[src/rtl/mem_port_arbiter_pkg.sv]
// Shared definitions for the memory-port arbiter: FSM encoding, default
// memory widths and the index-width helper used by the arbiter and picker.
package mem_port_arbiter_pkg;

  typedef enum logic [1:0] {
    ST_IDLE   = 2'd0,
    ST_SETUP  = 2'd1,
    ST_STROBE = 2'd2,
    ST_HOLD   = 2'd3
  } state_e;

  localparam int MEM_ADDR_W = 8;
  localparam int MEM_DATA_W = 8;

  // Bits needed to hold a requester index; never less than one.
  function automatic int idx_width(input int n);
    return (n > 1) ? $clog2(n) : 1;
  endfunction

endpackage

[src/rtl/mem_port_arbiter_rr_picker.sv]
// Combinational round-robin selector: first set request bit searching
// upward from last_i+1, wrapping modulo NUM_REQ.
module rr_picker
  import mem_port_arbiter_pkg::*;
#(
  parameter int NUM_REQ = 3,
  parameter int IDX_W   = idx_width(NUM_REQ)
) (
  input  logic [NUM_REQ-1:0] req_i,
  input  logic [IDX_W-1:0]   last_i,
  output logic [IDX_W-1:0]   grant_o,
  output logic               valid_o
);

  int               pos;
  logic [IDX_W-1:0] pos_idx;
  logic             found;

  // NOTE: every variable gets a default before the loop so no path through
  // this block leaves a value unassigned, which would infer a latch.
  always_comb begin
    grant_o = '0;
    found   = 1'b0;
    pos     = 0;
    pos_idx = '0;
    for (int k = 1; k <= NUM_REQ; k++) begin
      pos = int'(last_i) + k;
      if (pos >= NUM_REQ) pos = pos - NUM_REQ;
      pos_idx = IDX_W'(pos);
      if (!found && req_i[pos_idx]) begin
        found   = 1'b1;
        grant_o = pos_idx;
      end
    end
    valid_o = found;
  end

endmodule

[src/rtl/mem_port_arbiter.sv]
// Round-robin arbiter sharing one memory port between NUM_REQ requesters;
// each transaction runs SETUP -> STROBE -> HOLD with all outputs registered.
module mem_port_arbiter
  import mem_port_arbiter_pkg::*;
#(
  parameter int NUM_REQ = 3,
  parameter int ADDR_W  = MEM_ADDR_W,
  parameter int DATA_W  = MEM_DATA_W
) (
  input  logic                      clock,
  input  logic                      reset,
  input  logic [NUM_REQ-1:0]        req,
  input  logic [NUM_REQ-1:0]        req_we,
  input  logic [NUM_REQ*ADDR_W-1:0] req_addr,
  input  logic [NUM_REQ*DATA_W-1:0] req_wdata,
  output logic [NUM_REQ-1:0]        done,
  output logic [DATA_W-1:0]         rdata,
  output logic                      busy,
  output logic [ADDR_W-1:0]         address,
  output logic [DATA_W-1:0]         to_mem,
  output logic                      mem_write,
  output logic                      mem_clock,
  input  logic [DATA_W-1:0]         from_mem
);

  localparam int IDX_W = idx_width(NUM_REQ);

  state_e             state_q;
  logic [IDX_W-1:0]   grant_q;
  logic [IDX_W-1:0]   last_q;
  logic               we_q;
  logic [ADDR_W-1:0]  addr_q;
  logic [DATA_W-1:0]  wdata_q;

  logic [NUM_REQ-1:0] done_q;
  logic [DATA_W-1:0]  rdata_q;
  logic               busy_q;
  logic [ADDR_W-1:0]  address_q;
  logic [DATA_W-1:0]  to_mem_q;
  logic               mem_write_q;
  logic               mem_clock_q;

  logic [IDX_W-1:0]   pick_idx_d;
  logic               pick_valid_d;

  logic [ADDR_W-1:0]  addr_arr [NUM_REQ];
  logic [DATA_W-1:0]  wdata_arr[NUM_REQ];

  // Unpack the flat request buses so only real requester slots are indexable.
  always_comb begin
    for (int i = 0; i < NUM_REQ; i++) begin
      addr_arr[i]  = req_addr[i*ADDR_W +: ADDR_W];
      wdata_arr[i] = req_wdata[i*DATA_W +: DATA_W];
    end
  end

  rr_picker #(
    .NUM_REQ (NUM_REQ),
    .IDX_W   (IDX_W)
  ) u_picker (
    .req_i   (req),
    .last_i  (last_q),
    .grant_o (pick_idx_d),
    .valid_o (pick_valid_d)
  );

  // NOTE: sequential state uses non-blocking assignments so every register
  // samples the pre-edge values, independent of statement order.
  always_ff @(posedge clock) begin
    if (reset) begin
      state_q     <= ST_IDLE;
      grant_q     <= '0;
      last_q      <= IDX_W'(NUM_REQ - 1);
      we_q        <= 1'b0;
      addr_q      <= '0;
      wdata_q     <= '0;
      done_q      <= '0;
      rdata_q     <= '0;
      busy_q      <= 1'b0;
      address_q   <= '0;
      to_mem_q    <= '0;
      mem_write_q <= 1'b0;
      mem_clock_q <= 1'b0;
    end else begin
      done_q <= '0;
      unique case (state_q)
        ST_IDLE: begin
          mem_write_q <= 1'b0;
          mem_clock_q <= 1'b0;
          if (pick_valid_d) begin
            state_q <= ST_SETUP;
            busy_q  <= 1'b1;
            grant_q <= pick_idx_d;
            last_q  <= pick_idx_d;
            we_q    <= req_we[pick_idx_d];
            addr_q  <= addr_arr[pick_idx_d];
            wdata_q <= wdata_arr[pick_idx_d];
          end
        end
        ST_SETUP: begin
          address_q   <= addr_q;
          to_mem_q    <= wdata_q;
          mem_write_q <= we_q;
          mem_clock_q <= 1'b0;
          state_q     <= ST_STROBE;
        end
        ST_STROBE: begin
          mem_clock_q <= 1'b1;
          state_q     <= ST_HOLD;
        end
        ST_HOLD: begin
          // from_mem has settled a full cycle after the strobe edge.
          mem_clock_q     <= 1'b0;
          if (!we_q) rdata_q <= from_mem;
          done_q[grant_q] <= 1'b1;
          busy_q          <= 1'b0;
          state_q         <= ST_IDLE;
        end
        default: state_q <= ST_IDLE;
      endcase
    end
  end

  assign done      = done_q;
  assign rdata     = rdata_q;
  assign busy      = busy_q;
  assign address   = address_q;
  assign to_mem    = to_mem_q;
  assign mem_write = mem_write_q;
  assign mem_clock = mem_clock_q;

endmodule

[config.mk]
export PLATFORM = sky130hd
export DESIGN_NAME = mem_port_arbiter
export DESIGN_NICKNAME = d
export VERILOG_FILES = /design/src/rtl/mem_port_arbiter_pkg.sv /design/src/rtl/mem_port_arbiter_rr_picker.sv /design/src/rtl/mem_port_arbiter.sv
export SDC_FILE = /design/constraint.sdc
export NUM_CORES = 1
export LEC_CHECK = 0
export BUFFER_PORTS_ARGS = -buffer_cell sky130_fd_sc_hd__buf_4
export CORE_MARGIN = 10
export CORE_UTILIZATION = 46
export CTS_CLUSTER_DIAMETER = 200
export DETAILED_ROUTE_END_ITERATION = 8
export MAX_ROUTING_LAYER = met4
export PLACE_DENSITY = 0.76
export REMOVE_ABC_BUFFERS = 1
export SYNTH_ARGS = -nofsm -noshare
export SYNTH_HDL_FRONTEND = slang
export SYNTH_SLANG_ARGS = --single-unit
export TNS_END_PERCENT = 5
[constraint.sdc]
create_clock -name clock -period 3.3 [get_ports clock]
set_clock_uncertainty 0.2 [all_clocks]
set_input_delay 0.66 -clock clock [delete_from_list [all_inputs] [get_ports clock]]
set_output_delay 0.66 -clock clock [all_outputs]
set_load 0.01 [all_outputs]
==> flow_summary_export.csv, run 1 <==
group,metric,value,unit
run_status,status,"complete, no violations",
pwr,seq_power_share,27.8,%
pwr,clockPowerShare,11.3,%
timing,max_slew_margin,37.7,%
setup_path,reg2reg_from,"last_q[1]",
setup_path,end_kind,"flop",
setup_path,reg2regPathDepth,8,
layout,fillers,562,
setup_path,slowest_delay,0.49,ns
floorplan,dieHeight,100,um
pwr,switching_share,43.6,%
pwr,p_total,3.07,mW
setup_path,r2r_setup_slack,0.21,ns
min_path,hold_path_class,"flop to flop",
floorplan,io_pins,94,
synth,ys_top_cells_by_area,"dfxtp_1 35%, mux2i_1 8.8%, inv_1 5.2%, a221oi_2 5.1%, o221ai_2 5.1%",
floorplan,die_w,100,um
setup_path,critPathLaunchType,"flop",
synth,ys_async_sr_fraction,0,%
timing,layout_min_cycle_time,3.09,ns
global_route,grt_remaining_overflow,0,
synth,yosys-top-cells-count,"52 x dfxtp_1, 41 x inv_1, 28 x nor2_1",
detailed_routing,dr.first_iter.drc_count,113,
detailed_routing,post-route-drc-count,0,
setup_path,critPathKind,"flop to flop",
clock_network,hold_buffers,0,
pwr,power.internal,1.73,mW
synth,synth_ff_type,"dfxtp_1",
clock_network,cts_buffers,5,
synth,synth_edf_count,0,
clock_network,ctsHtreeMaxLevel,2,
pwr,p_leak,1.65,nW
synth,synthesis.instances,323,
synth,synth.distinct_cells,48,
pwr,p_sw,1.34,mW
clock_network,clockBufferDepth,2,
layout,num_antenna_cells,0,
detailed_routing,wl_per_cell,17.3,um
timing,finalSetupViolCount,0,
floorplan,initial_utilization,46.9,%
clock_network,cts_num_sinks,52,
pwr,p_comb_share,60.9,%
layout,seqCellArea,1040,um2
layout,nets,477,
synth,synth_top_area_share,35.4,%
detailed_routing,ant_nets,0,
synth,yosysTopAreaCell,"dfxtp_1",
clock_network,clk_pin_slew,0.09,ns
detailed_routing,vias_per_cell,5.60,
synth,syn_avg_cell_area,9.11,um2
setup_path,crit_fanout,11,
min_path,min_path_cells,2,
place,hpwlAfterDp,6.20,mm
layout,syn_to_final_growth,27.6,%
global_route,groute.usage.overall,16.4,%
global_route,antenna_found_initial,0,
detailed_routing,routed-via-count,2699,
global_route,grt_pass1_wl,13.2,mm
timing,grt_setup_unrepaired,"no",
setup_path,r2r-end,"addr_q[4]",
synth,ys_ff_latch,52,
setup_path,worstPathRequired,3.27,ns
clock_network,cts_tree,"built",
pwr,powerDensity,818,nW/um2
clock_network,root_buffer,"clkbuf_8",
timing,drv_slew,0,
floorplan,dieArea,10000,um2
timing,holdWs,0.273,ns
floorplan,core.rowCount,29,
detailed_routing,wl,8.32,mm
clock_network,post_cts_buffers,0,
synth,synth-seq-area-share,35.4,%
synth,ys_warn_count,0,
pwr,peakVddDrop,0.567,mV
synth,yosysMostFrequentCell,"dfxtp_1",
synth,syn_area,2940,um2
layout,final_layout_size_suffix_gt1_share,34.6,%
timing,worstMarginPinSlew,0.933,ns
detailed_routing,drt_first_pass_iters,5,
timing,fmax,324,MHz
timing,final.period_utilization,93.6,%
clock_network,insertion_delay,0.30,ns
place,port_buffers,93,
setup_path,cp_cell_sequence,"inv_1 > ha_1 > mux2_2 > a222oi_1 > a21bo_2 > or3_1 > buf_12 > o221ai_1",
run,cap_viol_max_count,0,
layout,multiInputGateArea,1610,um2
min_path,whs_endpoint,"addr_q[1]",
global_route,grt_pass1_vias,2679,
setup_path,worstPathArrival,3.06,ns
min_path,worstHoldStart,"addr_q[1]",
global_route,grt_max_degree,35,
floorplan,core_area,6280,um2
setup_path,slowest_stage,"a222oi_1",
timing,hold_viol_final,0,
place,place.gp.congestion,0.884,
clock_network,cts-resized-gates,0,
## how the worst max path moves through the flow
| stage | startpoint | to | slack [ns] | depth (start not counted) |
|---|---|---|---|---|
| after global placement | last_q[1] | addr_q[1] | 0.30 | 8 |
| after detailed placement | last_q[1] | we_q | 0.21 | 7 |
| after floorplan | grant_q[0] | we_q | -0.16 | 7 |
| final | last_q[1] | addr_q[4] | 0.21 | 8 |
| after global routing | last_q[1] | addr_q[1] | 0.03 | 8 |
| after CTS | last_q[1] | we_q | 0.19 | 7 |
## metrics by stage
stage	setup slack, ns	std cells	utilization [%]	setup TNS (ns)	instance area [um2]
3_5_place_dp	0.210	475	58.5	0	3670
4_1_cts	0.189	482	59.7	0	3750
3_3_place_gp	0.301	475	58.5	0	3670
6_report	0.210	482	59.8	0	3750
2_1_floorplan	-0.164	297	-	-2.05	2800
5_1_grt	0.0295	482	59.8	0	3750
## placed cells by master, fill, tap and decap left out, drive strengths merged, types with 2 or more instances in the layout
cell type  instances
o32ai              2
a21oi              4
mux2i             26
o221ai            17
dfxtp             52
nor2b              4
o21ai              7
ha                 8
nor3b              3
clkbuf             6
inv               42
mux2               3
and2               4
o31ai             18
nand3             20
a31o               2
a221oi            17
nor2              28
buf              101
nor3               5
nand2             19
## power by group through the flow
stage,clock (mW),sequential (mW),combinational [mW]
2_1_floorplan,0,0.882,1.28
3_3_place_gp,0,0.862,1.81
3_5_place_dp,0,0.868,1.85
4_1_cts,0.358,0.854,1.85
5_1_grt,0.384,0.873,2.04
6_report,0.348,0.854,1.87
## logic make-up after synthesis
group                      share of synthesized area, %
AOI/OAI and AO/OA                                  26.9
adders and majority gates                          3.40
buffers and inverters                              10.1
DFF                                                35.4
muxes                                              9.99
and+or+nand+nor                                    14.2
## critical path: cells and delay by family (launching register included)
family,cells,cell delay (ns)
buffers and inverters,2,0.28
and+or+nand+nor,1,0.42
muxes,1,0.39
DFF,1,0.39
adders and majority gates,1,0.44
AOI/OAI and AO/OA,3,0.85
## flip-flops by register name, summed over array words and instances (netlist names)
signal	flops
addr_q	8
address	8
rdata	8
to_mem	8
wdata_q	8
done	3
grant_q	2
state_q	2
busy	1
last_q	1
mem_clock	1
mem_write	1
we_q	1
## routing by layer
metal  up-vias  wire length (um)  track usage, %
li1       1326                 -               -
met1      1271              3560            19.4
met2        89              4090            27.0
met3        13               514            3.85
met4         0               155            4.89
met5         -                 0               -
## layout make-up
class | count | share of cell area (%)
tap | 77 | 2.57
sequential | 52 | 27.7
timing repair buffer | 101 | 20.5
clock buffer | 6 | 1.93
multi-input combinational | 203 | 42.9
clock inverter | 1 | 0.133
inverter | 42 | 4.20
Note: power is estimated with default switching activity, not from simulation.
==> run 2: changes to the inputs <==
==> constraint.sdc (replaced) <==
create_clock -name clock -period 2.5 [get_ports clock]
set_clock_uncertainty 0.2 [all_clocks]
set_input_delay 0 -clock clock [delete_from_list [all_inputs] [get_ports clock]]
set_output_delay 0 -clock clock [all_outputs]
set_load 0.01 [all_outputs]
==> run 2 against run 1 <==
  * The run now ends with setup timing left
  * Wire length grew 43%
  * Fmax grew 23%
  * Sequential share of layout area shrank 6.9 points
  * Non-clock buffer count grew 94
  * Critical path depth grew 2
  * Design area grew 34%
  * Via count grew 26%
  * Critical endpoint is now addr_q[6]
  * Largest cell class unchanged
==> flow_summary_export.csv, run 2 (synthesized netlist as in run 1, its figures left out) <==
group,metric,value,unit
place,place_area,3860,um2
detailed_routing,routed.top_layer,"met4",
floorplan,die_w,100,um
timing,fmax,397,MHz
place,place.gp.congestion,0.841,
timing,final.period_utilization,101,%
global_route,grt_pass1_vias,3373,
layout,final_cells,579,
global_route,grt_remaining_overflow,0,
setup_path,worstPathRequired,2.50,ns
timing,worstMarginPinSlew,0.456,ns
floorplan,dieArea,10000,um2
place,port_buffers,93,
timing,grt_setup_unrepaired,"yes",
detailed_routing,dr.first_iter.drc_count,207,
pwr,powerDensity,1100,nW/um2
floorplan,initial_utilization,46.9,%
floorplan,core_area,6280,um2
place,dp_cells,495,
timing,hold_viol_final,0,
pwr,p_leak,2.20,nW
global_route,grt_max_degree,35,
detailed_routing,vias_per_cell,5.89,
clock_network,ctsHtreeMaxLevel,2,
pwr,peakVddDrop,0.919,mV
setup_path,critPathKind,"flop to flop",
setup_path,crit_fanout,8,
clock_network,cts_buffers,5,
layout,final_common_cell,"buf_4",
global_route,groute.usage.overall,20.7,%
timing,drv_slew,0,
setup_path,reg2regPathDepth,10,
timing,setup_ws,-0.0193,ns
place,hpwlAfterDp,6.47,mm
clock_network,insertion_delay,0.31,ns
detailed_routing,wl_met3,640,um
min_path,whs_endpoint,"grant_q[0]",
clock_network,cts_tree,"built",
detailed_routing,wl_met1,4.44,mm
global_route,grt_pass1_wl,16.6,mm
layout,final_layout_size_suffix_gt1_share,39.0,%
clock_network,clk_pin_slew,0.10,ns
layout,nets,571,
timing,max_slew_margin,69.3,%
layout,fillers,332,
detailed_routing,routed-via-count,3411,
detailed_routing,wl_met2,6.23,mm
detailed_routing,wl,11.9,mm
floorplan,core.rowCount,29,
run,cap_viol_max_count,0,
clock_network,clockBufferDepth,2,
setup_path,end_kind,"flop",
layout,syn_to_final_growth,70.6,%
timing,finalSetupViolCount,1,
setup_path,r2r-end,"addr_q[6]",
floorplan,io_pins,94,
detailed_routing,post-route-drc-count,0,
min_path,hold_path_class,"input port to flop",
run_status,status,"finished, violations left",
layout,final_area,5020,um2
global_route,antenna_found_initial,0,
pwr,p_total,5.53,mW
floorplan,dieHeight,100,um
layout,layout_common_cells,"116 x buf_4, 68 x dlygate4sd3_1, 50 x dfxtp_1",
clock_network,cts_num_sinks,52,
detailed_routing,ant_nets,0,
place,pre_cts_slack,-0.109,ns
min_path,min_path_cells,5,
clock_network,root_buffer,"clkbuf_8",
setup_path,reg2reg_from,"grant_q[0]",
detailed_routing,drt_first_pass_iters,4,
min_path,worstHoldStart,"req[1]",
setup_path,critPathLaunchType,"flop",
detailed_routing,wl_per_cell,20.6,um
timing,layout_min_cycle_time,2.52,ns
setup_path,r2r_setup_slack,-0.02,ns
run_status,violations,"setup timing",
setup_path,worstPathArrival,2.52,ns
[run 2: repair_timing]
item                                    CTS  global route
cloned                                    0             3
pin swaps                                 1             9
gates resized for setup                   9            38
buffers inserted                          1             2
hold endpoints to repair                 45             0
endpoints found under the setup margin   18            19
hold buffers                             68             0
[run 2: worst max path at each step]
stage          startpoint  depth (start not counted)    endpoint
6_report       grant_q[0]                         10   addr_q[6]
5_1_grt        grant_q[0]                         10  wdata_q[2]
4_1_cts        grant_q[0]                          9  wdata_q[3]
3_5_place_dp   grant_q[0]                          8  wdata_q[0]
3_3_place_gp   grant_q[0]                          8  wdata_q[1]
2_1_floorplan  grant_q[0]                          7        we_q
[run 2: area by class of cell]
| type | instances | area [um2] | share of cell area (%) |
|---|---|---|---|
| antenna | 2 | 5.00 | 0.0997 |
| multi-input combinational | 203 | 1860 | 37.0 |
| sequential | 52 | 1040 | 20.8 |
| clock buffer | 6 | 82.6 | 1.65 |
| timing repair buffer | 195 | 1760 | 35.1 |
| inverter | 42 | 158 | 3.14 |
| clock inverter | 2 | 13.8 | 0.274 |
| tap | 77 | 96.3 | 1.92 |
[run 2: power breakdown]
group / leakage (nW) / total [mW] / internal [mW] / switching (mW)
logic: 1.72 / 3.87 / 1.89 / 1.97
registers: 0.425 / 1.14 / 1.03 / 0.116
clock network: 0.0516 / 0.519 / 0.227 / 0.292
total: 2.20 / 5.53 / 3.15 / 2.38
[run 2: per-stage QoR]
step           hold WS, ns  util, %  TNS [ns]
6_report             0.122     80.0   -0.0193
5_1_grt              0.142     79.9    -0.902
4_1_cts             0.0738     74.8         0
3_5_place_dp        0.0433     61.5     -1.46
3_3_place_gp        0.0368     61.5    -0.326
2_1_floorplan       -0.128        -    -17.84
[run 2: routing by layer]
| metal | track usage [%] | vias up |
|---|---|---|
| met3 | 4.40 | 65 |
| met4 | 10.5 | 0 |
| met2 | 35.4 | 197 |
| met1 | 22.0 | 1631 |
| met5 | - | - |
| li1 | - | 1518 |
[run 2: worst max-delay path: stages, from the launching register on]
cell and delay [ns]:
dfxtp_2 0.35, inv_2 0.05, buf_4 0.15, ha_1 0.22, nor3b_2 0.17, buf_4 0.17, o21ai_1 0.10, o221a_1 0.33
buf_4 0.21, a221oi_2 0.31, o221ai_2 0.14
